[src/rtl/fetch_pkg.sv]
// Shared types for the instruction-fetch stage: FSM states, buffer entry layout
// and the fixed instruction size in bytes.
package fetch_pkg;

  localparam int FETCH_ADDR_W  = 32;
  localparam int FETCH_INSTR_W = 32;
  localparam int INSTR_BYTES   = 4;

  typedef enum logic [1:0] {
    IDLE   = 2'd0,
    FETCH  = 2'd1,
    HALTED = 2'd2
  } fetch_state_t;

  typedef struct packed {
    logic [FETCH_ADDR_W-1:0]  pc;
    logic [FETCH_INSTR_W-1:0] instr;
  } fetch_entry_t;

endpackage

[src/rtl/fetch_fifo.sv]
// Prefetch buffer: synchronous FIFO with flush. A push is accepted when full
// only if a pop happens at the same edge; flush overrides push and pop.
module fetch_fifo
  import fetch_pkg::*;
#(
  parameter int  DEPTH   = 2,
  parameter type entry_t = fetch_entry_t,
  localparam int PTR_W   = (DEPTH > 1) ? $clog2(DEPTH) : 1,
  localparam int CNT_W   = $clog2(DEPTH) + 1
) (
  input  logic             clk,
  input  logic             rst,
  input  logic             push_i,
  input  logic             pop_i,
  input  logic             flush_i,
  input  entry_t           wdata_i,
  output entry_t           rdata_o,
  output logic [CNT_W-1:0] count_o,
  output logic             full_o,
  output logic             empty_o
);

  logic [PTR_W-1:0] wr_ptr_q, wr_ptr_d;
  logic [PTR_W-1:0] rd_ptr_q, rd_ptr_d;
  logic [CNT_W-1:0] count_q, count_d;
  entry_t           mem_q [DEPTH];
  logic             do_push_s;
  logic             do_pop_s;

  assign full_o    = (count_q == CNT_W'(DEPTH));
  assign empty_o   = (count_q == {CNT_W{1'b0}});
  assign count_o   = count_q;
  assign rdata_o   = mem_q[rd_ptr_q];
  assign do_pop_s  = pop_i && !empty_o;
  assign do_push_s = push_i && (!full_o || do_pop_s);

  // Pointer and occupancy next-state.
  always_comb begin
    wr_ptr_d = wr_ptr_q;
    rd_ptr_d = rd_ptr_q;
    count_d  = count_q;
    if (flush_i) begin
      wr_ptr_d = {PTR_W{1'b0}};
      rd_ptr_d = {PTR_W{1'b0}};
      count_d  = {CNT_W{1'b0}};
    end else begin
      if (do_push_s) wr_ptr_d = wr_ptr_q + PTR_W'(1);
      else           wr_ptr_d = wr_ptr_q;
      if (do_pop_s)  rd_ptr_d = rd_ptr_q + PTR_W'(1);
      else           rd_ptr_d = rd_ptr_q;
      case ({do_push_s, do_pop_s})
        2'b10:   count_d = count_q + CNT_W'(1);
        2'b01:   count_d = count_q - CNT_W'(1);
        default: count_d = count_q;
      endcase
    end
  end

  // Pointer, count and storage registers.
  always_ff @(posedge clk or posedge rst) begin
    if (rst) begin
      wr_ptr_q <= {PTR_W{1'b0}};
      rd_ptr_q <= {PTR_W{1'b0}};
      count_q  <= {CNT_W{1'b0}};
      for (int i = 0; i < DEPTH; i++) mem_q[i] <= '0;
    end else begin
      wr_ptr_q <= wr_ptr_d;
      rd_ptr_q <= rd_ptr_d;
      count_q  <= count_d;
      if (do_push_s && !flush_i) mem_q[wr_ptr_q] <= wdata_i;
    end
  end

endmodule

[src/rtl/fetch_unit.sv]
// Instruction-fetch stage: owns the PC, reads the async instruction memory and
// buffers {pc, instr} for decode. Build option: FETCH_MISALIGN_TRAP_EN.
module fetch_unit
  import fetch_pkg::*;
#(
  parameter int                ADDR_W     = 32,
  parameter int                INSTR_W    = 32,
  parameter logic [ADDR_W-1:0] RESET_PC   = 32'h0000_0000,
  parameter int                FIFO_DEPTH = 2,
  parameter logic [INSTR_W-1:0] HALT_INSTR = 32'hFFFF_FFFF
) (
  input  logic               clk,
  input  logic               reset,
  input  logic               fetch_en,
  output logic [ADDR_W-1:0]  imem_addr,
  input  logic [INSTR_W-1:0] imem_instr,
  output logic               out_valid,
  input  logic               out_ready,
  output logic [ADDR_W-1:0]  out_pc,
  output logic [INSTR_W-1:0] out_instr,
  input  logic               redirect_valid,
  input  logic [ADDR_W-1:0]  redirect_pc,
  output logic               halted,
  output logic               misalign_err
);

  typedef struct packed {
    logic [ADDR_W-1:0]  pc;
    logic [INSTR_W-1:0] instr;
  } entry_t;

  fetch_state_t                state_q, state_d;
  logic [ADDR_W-1:0]           pc_q, pc_d;
  logic                        push_s;
  logic                        pop_s;
  logic                        flush_s;
  logic                        can_push_s;
  logic                        full_s;
  logic                        empty_s;
  logic [$clog2(FIFO_DEPTH):0] count_s;
  entry_t                      head_s;
  entry_t                      wentry_s;

  assign imem_addr  = pc_q;
  assign pop_s      = !empty_s && out_ready;
  assign can_push_s = !full_s || pop_s;
  assign out_valid  = (count_s != '0);
  assign out_pc     = head_s.pc;
  assign out_instr  = head_s.instr;
  assign halted     = (state_q == HALTED);
  assign wentry_s   = '{pc: pc_q, instr: imem_instr};

`ifdef FETCH_MISALIGN_TRAP_EN
  logic mis_q, mis_d;
  assign misalign_err = mis_q;
`else
  logic unused_low_pc_s;
  assign misalign_err    = 1'b0;
  assign unused_low_pc_s = ^redirect_pc[1:0];
`endif

  // Redirect beats every state; otherwise fetch one word per free buffer slot.
  always_comb begin
    state_d = state_q;
    pc_d    = pc_q;
    push_s  = 1'b0;
    flush_s = 1'b0;
`ifdef FETCH_MISALIGN_TRAP_EN
    mis_d   = mis_q;
`endif
    if (redirect_valid) begin
      flush_s = 1'b1;
      pc_d    = {redirect_pc[ADDR_W-1:2], 2'b00};
      if (fetch_en) state_d = FETCH;
      else          state_d = IDLE;
`ifdef FETCH_MISALIGN_TRAP_EN
      if (redirect_pc[1:0] != 2'b00) begin
        state_d = HALTED;
        mis_d   = 1'b1;
      end else begin
        mis_d   = mis_q;
      end
`endif
    end else begin
      case (state_q)
        IDLE: begin
          if (fetch_en) state_d = FETCH;
          else          state_d = IDLE;
        end
        FETCH: begin
          if (!fetch_en) begin
            state_d = IDLE;
          end else if (can_push_s) begin
            push_s = 1'b1;
            // A halt word is kept in the buffer but the PC stays on it.
            if (imem_instr == HALT_INSTR) state_d = HALTED;
            else                          pc_d    = pc_q + ADDR_W'(INSTR_BYTES);
          end else begin
            pc_d = pc_q;
          end
        end
        HALTED:  state_d = HALTED;
        default: state_d = IDLE;
      endcase
    end
  end

  // FSM and PC registers.
  always_ff @(posedge clk or posedge reset) begin
    if (reset) begin
      state_q <= IDLE;
      pc_q    <= RESET_PC;
    end else begin
      state_q <= state_d;
      pc_q    <= pc_d;
    end
  end

`ifdef FETCH_MISALIGN_TRAP_EN
  // Sticky misaligned-redirect flag.
  always_ff @(posedge clk or posedge reset) begin
    if (reset) mis_q <= 1'b0;
    else       mis_q <= mis_d;
  end
`endif

  fetch_fifo #(
    .DEPTH   (FIFO_DEPTH),
    .entry_t (entry_t)
  ) u_fifo (
    .clk     (clk),
    .rst     (reset),
    .push_i  (push_s),
    .pop_i   (pop_s),
    .flush_i (flush_s),
    .wdata_i (wentry_s),
    .rdata_o (head_s),
    .count_o (count_s),
    .full_o  (full_s),
    .empty_o (empty_s)
  );

endmodule

[config.mk]
export PLATFORM = sky130hd
export DESIGN_NAME = fetch_unit
export DESIGN_NICKNAME = d
export VERILOG_FILES = /design/src/rtl/fetch_pkg.sv /design/src/rtl/fetch_fifo.sv /design/src/rtl/fetch_unit.sv
export SDC_FILE = /design/constraint.sdc
export NUM_CORES = 1
export LEC_CHECK = 0
export ABC_AREA = 1
export BUFFER_PORTS_ARGS = -buffer_cell sky130_fd_sc_hd__buf_2
export CAP_MARGIN = 25
export CORE_MARGIN = 4
export CORE_UTILIZATION = 60
export DETAILED_ROUTE_END_ITERATION = 7
export MAX_ROUTING_LAYER = met4
export PLACE_DENSITY = 0.92
export SLEW_MARGIN = 20
export SYNTH_ARGS = -nofsm -noshare
export SYNTH_HDL_FRONTEND = slang
export SYNTH_HIERARCHICAL = 1
export SYNTH_SLANG_ARGS = --single-unit
export TNS_END_PERCENT = 30
[constraint.sdc]
create_clock -name clk -period 9 [get_ports clk]
set_clock_uncertainty 0.2 [all_clocks]
set_input_delay 0.9 -clock clk [delete_from_list [all_inputs] [get_ports clk]]
set_output_delay 0.9 -clock clk [all_outputs]
set_load 0.03 [all_outputs]
---- Word level (Yosys, flattened, before mapping) ----
Index checks and enable logic that the tools add are counted.
storage, ports and cells
  word-level logic and storage cells ...... 77
  output and inout bits ................... 99
  bits in registers ....................... 166
  input port bits ......................... 69
cells by class
  bitwise gates (word level) .............. 2
  equality and inequality tests ........... 9
  $lt $le $gt $ge ......................... 3
  reductions and logical operators ........ 21
  muxes and demuxes ....................... 28
  add/sub/neg operators ................... 5
operators by type and width
  cell                                                       count
  2-to-1 mux 64 bit                                          4
  2-to-1 mux 32 bit                                          5
  bitwise mux 128 bit                                        1
  demux 64 bit (select 1 bit)                                1
  adder 32 x 3 -> 32 bit (second input constant)             1
  == test 32 bit (second input constant)                     1
  nonzero test 2 bit                                         6
  2-to-1 mux 1 bit                                           10
  2-to-1 mux 2 bit                                           5
  inequality test 4 bit (second input constant)              2
  == test 2 bit (second input constant)                      3
  case mux 2 bit (3 select lines)                            1
  logical AND 1 bit                                          5
  == test 2 x 1 -> 1 bit (second input constant)             2
  greater-or-equal comparator 2 bit (second input constant)  2
  zero test 2 bit                                            2
  NOT 1 -> 2 bit                                             2
  case mux 2 bit (2 select lines)                            1
  AND reduction 4 bit                                        1
  zero test 1 bit                                            3
  nonzero test 3 bit                                         1
  adder 1 bit (second input constant)                        2
  adder 2 x 1 -> 2 bit (second input constant)               1
  logical OR 1 bit                                           2
  other kinds (4)                                            4

---- Depth between registers and ports, before layout ----
Gate-level depths: netlist (run 1).
  depth in word-level cells ............... 12
  depth in mapped cells ................... 13
  depth with buffers taken out ............ 13

---- By module ----
Netlist (run 1), hierarchy kept.
by module, submodules not included
  module      instances  cells each  area an instance (sq um)  sequential area each (sq um)
  fetch_fifo  1          721         6314.8                    3303.2
  fetch_unit  1          423         2620.0                    800.8

---- Worst setup path before layout (run 1) ----
OpenSTA, ideal clock, no wires.
  path kind ............................... register to output
  from .................................... register u_fifo.rd_ptr_q
  to ...................................... output port out_instr[0]
  path buffers ............................ 2
  required time ........................... 7.900 ns
  stages on the path, launching flop included .. 6
  path slack .............................. 6.641 ns
  arrival ................................. 1.259 ns
  cell sequence ........................... dfrtp_1 > inv_1 > clkbuf_1 > clkbuf_1 > nand2_1 > nand2_1
on the way
  word-level cells in the longest chain between the ends .. 4
ends and longest elaborated chain
  element                                                RTL line          text
  from (decl)                                            fetch_fifo.sv:24  logic [PTR_W-1:0] rd_ptr_q, rd_ptr_d;
  from (signal assigned)                                 fetch_fifo.sv:63  rd_ptr_q <= {PTR_W{1'b0}};
  from (signal assigned)                                 fetch_fifo.sv:68  rd_ptr_q <= rd_ptr_d;
  NOT 1 -> 2 bit (not written as such)                   fetch_fifo.sv:33  assign rdata_o = mem_q[rd_ptr_q];
  2-to-1 mux 64 bit (not written as such) (3 in series)  fetch_fifo.sv:33
  to (decl)                                              fetch_unit.sv:20  output logic [INSTR_W-1:0] out_instr,
No other way between the ends. The select of a mux whose other input is x is not followed.

---- Final worst setup path (run 1) ----
  from .................................... register u_fifo.count_q[0] (netlist: u_fifo/count_o[0])
  to ...................................... register u_fifo/mem_q[11] (netlist bit)
on the way
  word-level cells in the longest chain between the ends .. 10
  elaborated cells on any way between the ends .. 14
  classes of those cells .................. eq/ne: 1; mux: 4; reduce/logical: 9
ends and longest elaborated chain
  element                          RTL line          text
  from (decl)                      fetch_fifo.sv:25  logic [CNT_W-1:0] count_q, count_d;
  from (signal assigned)           fetch_fifo.sv:64  count_q <= {CNT_W{1'b0}};
  from (signal assigned)           fetch_fifo.sv:69  count_q <= count_d;
  zero test 2 bit                  fetch_fifo.sv:31  assign empty_o = (count_q == {CNT_W{1'b0}});
  net empty_s                      fetch_unit.sv:39  logic empty_s;
  zero test 1 bit                  fetch_unit.sv:45  assign pop_s = !empty_s && out_ready;
  logical AND 1 bit                fetch_unit.sv:45
  logical OR 1 bit                 fetch_unit.sv:46  assign can_push_s = !full_s || pop_s;
  2-to-1 mux 1 bit                 fetch_unit.sv:93  end else if (can_push_s) begin
  2-to-1 mux 1 bit                 fetch_unit.sv:91  if (!fetch_en) begin
  2-to-1 mux 1 bit                 fetch_unit.sv:85  case (state_q)
  2-to-1 mux 1 bit                 fetch_unit.sv:71  if (redirect_valid) begin
  net push_s                       fetch_unit.sv:34  logic push_s;
  logical AND 1 bit                fetch_fifo.sv:35  assign do_push_s = push_i && (!full_o || do_pop_s);
  logical AND 1 bit                fetch_fifo.sv:70  if (do_push_s && !flush_i) mem_q[wr_ptr_q] <= wdata_i;
  to (signal, indexed assignment)  fetch_fifo.sv:70
  to (decl)                        fetch_fifo.sv:26  entry_t mem_q [DEPTH];
The timed path passes the listed nets, and every way through them passes these cells.
A chain may end at the register's enable or synchronous reset.

==> results.sh, run 1 <==
export IMPL_post_route_period_util_pct=38.7
export IMPL_crit_arrival_ns=3.58
export IMPL_syn_area_mm2=0.00893
export IMPL_vias=7983
export IMPL_tightest_slew_ns=0.768
export IMPL_yosysUniqueCellTypes=35
export IMPL_layout_common_cells="nand2_1, dfrtp_1, buf_2, o21ai_2, inv_1"
export IMPL_synth_seq_cells=164
export IMPL_slew_headroom_pct=48.8
export IMPL_clk_pin_slew_ns=0.06
export IMPL_seq_area_frac_synth_pct=45.9
export IMPL_required_ns=9.10
export IMPL_cts_buffers=17
export IMPL_die_area_mm2=0.0169
export IMPL_fin_crit_ns=3.49
export IMPL_place_hpwl_mm=15.0
export IMPL_rows=44
export IMPL_ir_drop_v=0.000135
export IMPL_setup_viol=0
export IMPL_final_common_cell="nand2_1"
export IMPL_cp_end_kind="register"
export IMPL_grt_ovfl_total=0
export IMPL_fin_setup_tns_ns=0
export IMPL_maxSlewViolCount=0
export IMPL_start_kind="register"
export IMPL_syn2layout_area_growth_pct=15.9
export IMPL_portBuffers=162
export IMPL_status="finished, final reports clean"
export IMPL_drive_above_1_share_pct=27.0
export IMPL_cts_sinks=164
export IMPL_worst_slack_ns=5.51
export IMPL_cp_max_fo=50
export IMPL_chipHeight_um=130
export IMPL_ys_top_cells_by_area="dfrtp_1, nand2_1, o21ai_2, inv_1, buf_6"
export IMPL_io_pins=168
export IMPL_grt_pass1_wl_mm=36.2
export IMPL_yosysTopAreaCell="dfrtp_1"
export IMPL_ant_nets=0
export IMPL_wl_mm=22.3
export IMPL_powerDensity_mw_per_mm2=252
export IMPL_wl_per_cell_um=15.0
export IMPL_clkLatencyLatePin_ns=0.43
export IMPL_postCtsSetupRepairBufs=0
export IMPL_fmaxAchievable_mhz=287
export IMPL_p_leak_nw=5.54
export IMPL_place_ws_ns=5.27
export IMPL_avgSynthCellArea_um2=7.81
export IMPL_core_area_mm2=0.0145
export IMPL_hold_buffers=0
export IMPL_synth_top_area_share_pct=45.9
export IMPL_grt_usage_pct=27.8
export IMPL_syn_instance_count=1144
export IMPL_hold_viol_final=0
export IMPL_first_pass_iters=5
export IMPL_gp_congestion=0.924
export IMPL_diodes=0
export IMPL_cap_viol_max_count=0
export IMPL_drc_errors=0
export IMPL_cts_tree="done"
export IMPL_die_w_um=130
export IMPL_clk_path_buf_depth=2
export IMPL_worstSetupPathType="reg2reg"
export IMPL_vias_per_cell=5.39
export IMPL_antenna_found_initial=0
export IMPL_grt_max_degree=93
export IMPL_cts_root_buffer="clkbuf_16"
export IMPL_grt_pass1_vias=7794
export IMPL_htreeDepth=4
export IMPL_yosysWarnings=6
export IMPL_cts_resized=0
export IMPL_hp_class="reg2reg"
export IMPL_grt_setup_unrepaired="false"
export IMPL_dr_first_iter_drc_count=621
export IMPL_fin_nets=1354
export IMPL_initial_utilization_pct=61.5
## state kept, by name, summed over array words and instances, names as in the netlist
name and count:
state_q 2, u_fifo/wr_ptr_q 1, u_fifo/mem_q 128, u_fifo/rd_ptr_q 1, imem_addr 30, u_fifo/count_o 2
## through the flow
stage | utilization (%) | hold slack (ns) | instances | power (mW) | instance area (um^2)
finish | 71.2 | 0.278 | 1481 | 2.61 | 10400
CTS | 71.1 | 0.283 | 1480 | 2.62 | 10300
floorplan | - | 0.253 | 1148 | 1.56 | 8950
global placement | 66.2 | 0.263 | 1447 | 1.75 | 9620
detailed placement | 66.4 | 0.268 | 1448 | 1.79 | 9650
global route | 71.2 | 0.291 | 1481 | 2.74 | 10400
## critical path: stages (launching register included)
cell     delay [ns]
dfrtp_1        0.48
inv_1          0.07
nand2_1        0.11
inv_1          0.07
o21ai_1        0.23
nand2_1        0.13
nor2_2         0.39
nand4_4        0.62
buf_4          0.55
buf_16         0.28
nand2_1        0.10
o21ai_1        0.08
## area by class of cell
cell class	count	area [um^2]
clock buffer	20	457
inverter	105	404
clock inverter	12	226
timing repair buffer	171	915
sequential	164	4110
multi-input combinational	825	4020
tap	184	230
fill	1139	4180
## Yosys cell counts
| cell type | count |
|---|---|
| o21a_1 | 1 |
| buf_8 | 1 |
| buf_1 | 3 |
| inv_2 | 4 |
| o21ai_1 | 17 |
| xnor2_1 | 4 |
| xor2_1 | 5 |
| nand2_8 | 1 |
| o21ai_0 | 21 |
| buf_2 | 2 |
| nor2_4 | 5 |
| inv_8 | 1 |
| conb_1 | 1 |
| a21boi_0 | 1 |
| buf_4 | 7 |
| nand2_1 | 510 |
| ha_1 | 1 |
| nand2_4 | 4 |
| and2_1 | 2 |
| nand2_2 | 4 |
| nor2_2 | 8 |
| nand3b_1 | 5 |
| clkbuf_1 | 14 |
| nand4_1 | 3 |
| nand3_2 | 2 |
| or2_2 | 9 |
| nor2_1 | 51 |
| nand3_1 | 58 |
| inv_1 | 99 |
| dfrtp_1 | 164 |
| buf_6 | 27 |
| a21oi_1 | 1 |
| nand4_2 | 1 |
| clkinv_1 | 1 |
| o21ai_2 | 106 |
## worst paths after layout
| check | cells past startpoint | start | slack (ns) | end |
|---|---|---|---|---|
| worst max-delay path | 11 | u_fifo/count_o[0] | 5.51 | u_fifo/mem_q[11] |
| worst min-delay path | 2 | u_fifo/mem_q[4] | 0.28 | u_fifo/mem_q[4] |
| worst min register to register | 2 | u_fifo/mem_q[4] | 0.28 | u_fifo/mem_q[4] |
| max in group asynchronous | 3 | reset | 7.10 | u_fifo/mem_q[22] |
| min in group asynchronous | 2 | reset | 0.34 | u_fifo/mem_q[39] |
| worst max register to register | 11 | u_fifo/count_o[0] | 5.51 | u_fifo/mem_q[11] |
## where the power goes
group | total, mW | leakage, nW | switching (mW) | internal, mW
Clock | 0.829 | 0.326 | 0.293 | 0.536
Sequential | 0.998 | 2.13 | 0.114 | 0.884
Combinational | 0.781 | 3.08 | 0.542 | 0.239
Total | 2.61 | 5.54 | 0.950 | 1.66
## layer usage
layer,global-route usage (%),wire (um),up-vias
met3,4.34,1740,54
li1,-,-,3827
met2,45.0,10900,376
met4,11.9,581,0
met1,35.0,9020,3726
met5,-,0,-
## cells by family after synthesis
logic type / Yosys count / share of synthesized area, %
other: 1 / 0.0420
flip-flops: 164 / 45.9
AO/OA/AOI/OAI: 147 / 12.7
buffers and inverters: 159 / 9.48
adder cells (fa/ha/maj): 1 / 0.140
AND/OR/NAND/NOR: 663 / 30.8
XOR/XNOR: 9 / 0.882
(Power assumes the default switching activity.)
==> inputs of run 2 (changes only) <==
--- a/config.mk
+++ b/config.mk
@@ -5,14 +5,14 @@
 export SDC_FILE = /design/constraint.sdc
 export NUM_CORES = 1
 export LEC_CHECK = 0
-export ABC_AREA = 1
+export ABC_AREA = 0
 export BUFFER_PORTS_ARGS = -buffer_cell sky130_fd_sc_hd__buf_2
 export CAP_MARGIN = 25
 export CORE_MARGIN = 4
-export CORE_UTILIZATION = 60
+export CORE_UTILIZATION = 55
 export DETAILED_ROUTE_END_ITERATION = 7
 export MAX_ROUTING_LAYER = met4
-export PLACE_DENSITY = 0.92
+export PLACE_DENSITY = 0.87
 export SLEW_MARGIN = 20
 export SYNTH_ARGS = -nofsm -noshare
 export SYNTH_HDL_FRONTEND = slang
==> constraint.sdc (replaced) <==
create_clock -name clk -period 3.3 [get_ports clk]
set_clock_uncertainty 0.2 [all_clocks]
set_input_delay 0.33 -clock clk [delete_from_list [all_inputs] [get_ports clk]]
set_output_delay 0.33 -clock clk [all_outputs]
set_load 0.03 [all_outputs]
==> results.sh, run 2 <==
export IMPL_dr_first_iter_drc_count=408
export IMPL_die_area_mm2=0.0167
export IMPL_final_area_mm2=0.0103
export IMPL_grt_pass1_vias=6464
export IMPL_cp_max_fo=29
export IMPL_tightest_slew_ns=0.920
export IMPL_grt_ovfl_total=0
export IMPL_grt_setup_unrepaired="false"
export IMPL_yosysTopAreaCell="dfrtp_1"
export IMPL_seq_area_frac_synth_pct=50.8
export IMPL_antenna_found_initial=0
export IMPL_place_ws_ns=0.592
export IMPL_synth_most_common_cell="dfrtp_1"
export IMPL_status="finished, final reports clean"
export IMPL_yosysWarnings=6
export IMPL_ys_top_cells_by_area="dfrtp_1, mux2_2, mux2_4, nand4_1, nand2_1"
export IMPL_hold_viol_final=0
export IMPL_worst_slack_ns=0.542
export IMPL_crit_arrival_ns=2.87
export IMPL_io_pins=168
export IMPL_fin_nets=914
export IMPL_core_area_mm2=0.0145
export IMPL_place_area_mm2=0.00914
export IMPL_cts_buffers=17
export IMPL_cts_resized=0
export IMPL_fmaxAchievable_mhz=363
export IMPL_required_ns=3.41
export IMPL_initial_utilization_pct=55.8
export IMPL_die_w_um=129
export IMPL_synth_seq_cells=164
export IMPL_setup_viol=0
export IMPL_drive_above_1_share_pct=48.5
export IMPL_cap_viol_max_count=0
export IMPL_cts_sinks=164
export IMPL_diodes=0
export IMPL_maxSlewViolCount=0
export IMPL_clkLatencyLatePin_ns=0.43
export IMPL_hold_buffers=59
export IMPL_portBuffers=162
export IMPL_fin_crit_ns=2.76
export IMPL_hp_class="in2reg"
export IMPL_layout_common_cells="dfrtp_1, buf_2, mux2_2, dlygate4sd3_1, mux2_4"
export IMPL_rows=44
export IMPL_fillCellCount=921
export IMPL_slew_headroom_pct=38.6
export IMPL_start_kind="register"
export IMPL_fin_util_pct=71.3
export IMPL_top_register="u_fifo/mem_q"
export IMPL_largest_register_ffs=128
export IMPL_synth_edf_count=0
export IMPL_cp_end_kind="register"
export IMPL_clk_path_buf_depth=2
export IMPL_cts_root_buffer="clkbuf_16"
export IMPL_place_hpwl_mm=12.9
export IMPL_syn_area_mm2=0.00808
export IMPL_cts_tree="done"
export IMPL_fin_setup_tns_ns=0
export IMPL_syn2layout_area_growth_pct=27.7
export IMPL_grt_pass1_wl_mm=33.9
export IMPL_synth_main_ff_cell="dfrtp_1"
export IMPL_final_common_cell="dfrtp_1"
export IMPL_postCtsSetupRepairBufs=0
export IMPL_synth_commonest_cells="dfrtp_1, mux2_2, mux2_4"
export IMPL_grt_max_degree=65
export IMPL_syn_instance_count=618
export IMPL_htreeDepth=4
export IMPL_grt_usage_pct=26.7
export IMPL_ir_drop_v=0.000497
export IMPL_first_pass_iters=7
export IMPL_powerDensity_mw_per_mm2=606
export IMPL_whs_ns=0.0174
export IMPL_wl_mm=21.2
export IMPL_ant_nets=0
export IMPL_yosysUniqueCellTypes=54
export IMPL_drc_errors=0
export IMPL_chipHeight_um=129
export IMPL_avgSynthCellArea_um2=13.1
export IMPL_vias_per_cell=5.82
export IMPL_wl_per_cell_um=20.3
export IMPL_post_route_period_util_pct=83.6
export IMPL_p_leak_nw=4.83
export IMPL_clk_pin_slew_ns=0.06
export IMPL_ys_async_sr_fraction_pct=100
export IMPL_vias=6058
export IMPL_gp_congestion=0.836
export IMPL_worstSetupPathType="reg2reg"
export IMPL_synth_top_area_share_pct=50.8
[run 2: cell count changes after synthesis, moves of 8 or more]
cell | previous run | this run
a31oi_1 | 0 | 12
nand2_1 | 510 | 26
mux2_2 | 0 | 143
nor2_1 | 51 | 20
o21ai_1 | 17 | 1
buf_2 | 2 | 10
nand3_1 | 58 | 16
mux2_4 | 0 | 49
o21ai_2 | 106 | 1
or2_2 | 9 | 1
nand4_1 | 3 | 20
nor2_2 | 8 | 0
inv_1 | 99 | 8
buf_6 | 27 | 6
[run 2: worst max-delay path, cell delays in order, from the launching register on]
cell and delay [ns]:
dfrtp_1 0.44, nor2_1 0.09, and2b_1 0.24, o21ai_2 0.07
nor2_1 0.32, or4b_4 0.68, buf_12 0.25, mux2_4 0.32
[run 2: worst paths after layout]
path | from | to | slack, ns | cells after the start
max | u_fifo/count_o[1] | u_fifo/mem_q[66] | 0.54 | 7
min | imem_instr[15] | u_fifo/mem_q[79] | 0.02 | 2
max reg2reg | u_fifo/count_o[1] | u_fifo/mem_q[66] | 0.54 | 7
min reg2reg | u_fifo/mem_q[15] | u_fifo/mem_q[15] | 0.30 | 1
max in group asynchronous | reset | imem_addr[10] | 1.77 | 4
min in group asynchronous | reset | u_fifo/mem_q[60] | 0.27 | 3
[run 2: final cells by class]
class                           instances  area, um^2  area share, %
Clock buffer                           23         498           4.82
Clock inverter                          9        92.6          0.897
Inverter                                8        33.8          0.327
Multi-Input combinational cell        417        3790           36.7
Sequential cell                       164        4110           39.8
Tap cell                              184         230           2.23
Timing Repair Buffer                  236        1580           15.3
[run 2: layer usage]
| layer | GRT usage [%] | up-vias | part of all wire (%) |
|---|---|---|---|
| met5 | - | - | 0 |
| met4 | 8.34 | 0 | 1.8 |
| met3 | 6.64 | 44 | 6.9 |
| met2 | 44.0 | 246 | 50 |
| met1 | 32.7 | 3026 | 41 |
| li1 | - | 2742 | - |
[run 2: power breakdown]
part | leakage [nW] | internal, mW | switching, mW | total [mW]
registers | 2.06 | 2.36 | 0.256 | 2.61
logic | 2.49 | 0.759 | 0.934 | 1.69
clock network | 0.282 | 1.14 | 0.804 | 1.95
[run 2: kinds of logic after synthesis]
logic type	synth area share, %
AOI/OAI and AO/OA	6.05
xor gates and xnor gates	0.975
adders and majority gates	0.155
buffers and inverters	2.89
DFF	50.8
muxes	29.5
other	0.0464
and+or+nand+nor	9.58
[run 2: metrics by stage]
step	cells	total power, mW
3_3_place_gp	950	4.18
4_1_cts	1041	6.25
2_1_floorplan	624	3.78
3_5_place_dp	950	4.23
6_report	1041	6.25
5_1_grt	1041	6.53
==> inputs of run 3 (changes only) <==
--- a/config.mk
+++ b/config.mk
@@ -9,10 +9,10 @@
 export BUFFER_PORTS_ARGS = -buffer_cell sky130_fd_sc_hd__buf_2
 export CAP_MARGIN = 25
 export CORE_MARGIN = 4
-export CORE_UTILIZATION = 55
+export CORE_UTILIZATION = 50
 export DETAILED_ROUTE_END_ITERATION = 7
 export MAX_ROUTING_LAYER = met4
-export PLACE_DENSITY = 0.87
+export PLACE_DENSITY = 0.84
 export SLEW_MARGIN = 20
 export SYNTH_ARGS = -nofsm -noshare
 export SYNTH_HDL_FRONTEND = slang
==> constraint.sdc (replaced) <==
create_clock -name clk -period 2.4 [get_ports clk]
set_clock_uncertainty 0.2 [all_clocks]
set_input_delay 0.24 -clock clk [delete_from_list [all_inputs] [get_ports clk]]
set_output_delay 0.24 -clock clk [all_outputs]
set_load 0.03 [all_outputs]
==> results.sh, run 3 (synthesis results as in run 2) <==
export IMPL_wl_mm=21.1
export IMPL_cts_tree="done"
export IMPL_area_sequential_mm2=0.00411
export IMPL_status="finished, final reports clean"
export IMPL_place_hpwl_mm=13.7
export IMPL_cp_end_kind="register"
export IMPL_dr_first_iter_drc_count=309
export IMPL_grt_pass1_vias=6472
export IMPL_grt_usage_pct=24.4
export IMPL_core_area_mm2=0.0159
export IMPL_grt_max_degree=41
export IMPL_drive_above_1_share_pct=50.0
export IMPL_cts_sinks=164
export IMPL_r2r_end="u_fifo/mem_q[76]"
export IMPL_final_common_cell="dfrtp_1"
export IMPL_power_frac_comb_pct=27.0
export IMPL_clkLatencyLatePin_ns=0.42
export IMPL_fmaxAchievable_mhz=423
export IMPL_p_seq_share_pct=39.6
export IMPL_gp_congestion=0.807
export IMPL_hp_class="reg2reg"
export IMPL_p_leak_nw=5.06
export IMPL_portBuffers=162
export IMPL_final_area_mm2=0.0108
export IMPL_grt_pass1_wl_mm=34.4
export IMPL_ir_drop_v=0.000670
export IMPL_die_w_um=135
export IMPL_instances_no_fill=1106
export IMPL_cap_viol_max_count=0
export IMPL_cts_buffers=17
export IMPL_syn2layout_area_growth_pct=33.4
export IMPL_place_area_mm2=0.00942
export IMPL_setup_viol=0
export IMPL_rr_startpoint="u_fifo/count_o[1]"
export IMPL_clk_pin_slew_ns=0.07
export IMPL_reg2reg_slack_ns=0.04
export IMPL_netSwitchingFraction_pct=31.4
export IMPL_post_route_period_util_pct=98.5
export IMPL_fillCellCount=1088
export IMPL_layout_common_cells="dfrtp_1, buf_2, mux2_2, dlygate4sd3_1, mux2_4"
export IMPL_grt_ovfl_total=0
export IMPL_diodes=0
export IMPL_reg2reg_depth=7
export IMPL_initial_utilization_pct=50.9
export IMPL_powerDensity_mw_per_mm2=830
export IMPL_required_ns=2.51
export IMPL_io_pins=168
export IMPL_fin_nets=947
export IMPL_clockPowerShare_pct=33.4
export IMPL_first_pass_iters=4
export IMPL_clk_path_buf_depth=2
export IMPL_antenna_found_initial=0
export IMPL_wl_per_cell_um=19.1
export IMPL_grt_setup_unrepaired="true"
export IMPL_rows=46
export IMPL_vias_per_cell=5.58
export IMPL_whs_endpoint="u_fifo/mem_q[60]"
export IMPL_vias=6175
export IMPL_drc_errors=0
export IMPL_power_switching_mw=2.81
export IMPL_multi_input_area_mm2=0.00379
export IMPL_chipHeight_um=135
export IMPL_hold_depth=1
export IMPL_maxSlewViolCount=0
export IMPL_worstSetupPathType="reg2reg"
export IMPL_cp_max_fo=20
export IMPL_p_int_mw=6.14
export IMPL_top_register="u_fifo/mem_q"
export IMPL_ant_nets=0
export IMPL_dp_cells=1006
export IMPL_slew_headroom_pct=49.5
export IMPL_min_from="u_fifo/mem_q[60]"
export IMPL_tightest_slew_ns=0.756
export IMPL_cts_root_buffer="clkbuf_16"
export IMPL_largest_register_ffs=128
export IMPL_htreeDepth=4
export IMPL_die_area_mm2=0.0183
export IMPL_hold_viol_final=0
export IMPL_crit_arrival_ns=2.47
export IMPL_start_kind="register"
export IMPL_fin_crit_ns=2.36
==> run 3: worst max-delay path, stage by stage, from the launching register on <==
cell and delay (ns):
dfrtp_1 0.40, nor2_2 0.07, and2b_2 0.27, o21ai_2 0.08, nor2_2 0.13, or4b_4 0.55, clkbuf_16 0.24, mux2_4 0.31
==> run 3: layer usage <==
| layer | vias to the layer above | track usage [%] | wire (um) |
|---|---|---|---|
| met4 | 0 | 7.50 | 350 |
| met5 | - | - | 0 |
| met2 | 239 | 39.9 | 10600 |
| met3 | 32 | 5.53 | 1310 |
| met1 | 3100 | 30.6 | 8890 |
| li1 | 2804 | - | - |
==> run 3: worst max path at each step <==
stage                      startpoint                 to  slack (ns)  depth (start not counted)
floorplan           u_fifo/count_o[1]  u_fifo/mem_q[100]       -0.21                          8
global placement    u_fifo/count_o[1]   u_fifo/mem_q[86]        0.05                          7
detailed placement  u_fifo/count_o[1]   u_fifo/mem_q[80]      -0.007                          7
CTS                 u_fifo/count_o[1]   u_fifo/mem_q[68]      0.0008                          7
global route        u_fifo/count_o[1]  u_fifo/mem_q[105]       -0.01                          7
finish              u_fifo/count_o[1]   u_fifo/mem_q[76]        0.04                          7
==> run 3: area by class of cell <==
cell class	count	area share (%)
multi-input combinational	417	35.2
clock inverter	14	1.97
tap	216	2.51
clock buffer	18	4.07
sequential	164	38.1
timing repair buffer	269	17.9
inverter	8	0.313
==> run 3: metrics by stage <==
stage / utilization [%] / total power, mW / hold slack [ns] / setup slack (ns) / TNS, ns
5_1_grt: 67.9 / 9.35 / 0.316 / -0.0145 / -0.229
3_3_place_gp: 59.3 / 5.80 / 0.186 / 0.0477 / 0
3_5_place_dp: 59.3 / 5.89 / 0.183 / -0.00740 / -0.0342
6_report: 67.9 / 8.95 / 0.302 / 0.0366 / 0
2_1_floorplan: - / 5.20 / 0.106 / -0.209 / -22.51
4_1_cts: 67.7 / 8.99 / 0.287 / 0.000794 / 0
==> run 3: power groups by stage <==
stage	clock (mW)	combinational [mW]	sequential, mW
global route	3.17	2.57	3.61
CTS	3.05	2.41	3.53
global placement	0	2.26	3.55
finish	2.98	2.42	3.55
detailed placement	0	2.31	3.57
floorplan	0	1.60	3.59
==> run 3: repair_timing <==
| item | CTS | global route |
|---|---|---|
| gates cloned | 0 | 1 |
| hold buffers | 67 | 0 |
| setup endpoints to repair | 33 | 107 |
| hold endpoints to repair | 155 | 0 |
| resized for setup | 1 | 3 |
| pin swaps | 0 | 2 |
| setup buffers | 0 | 0 |
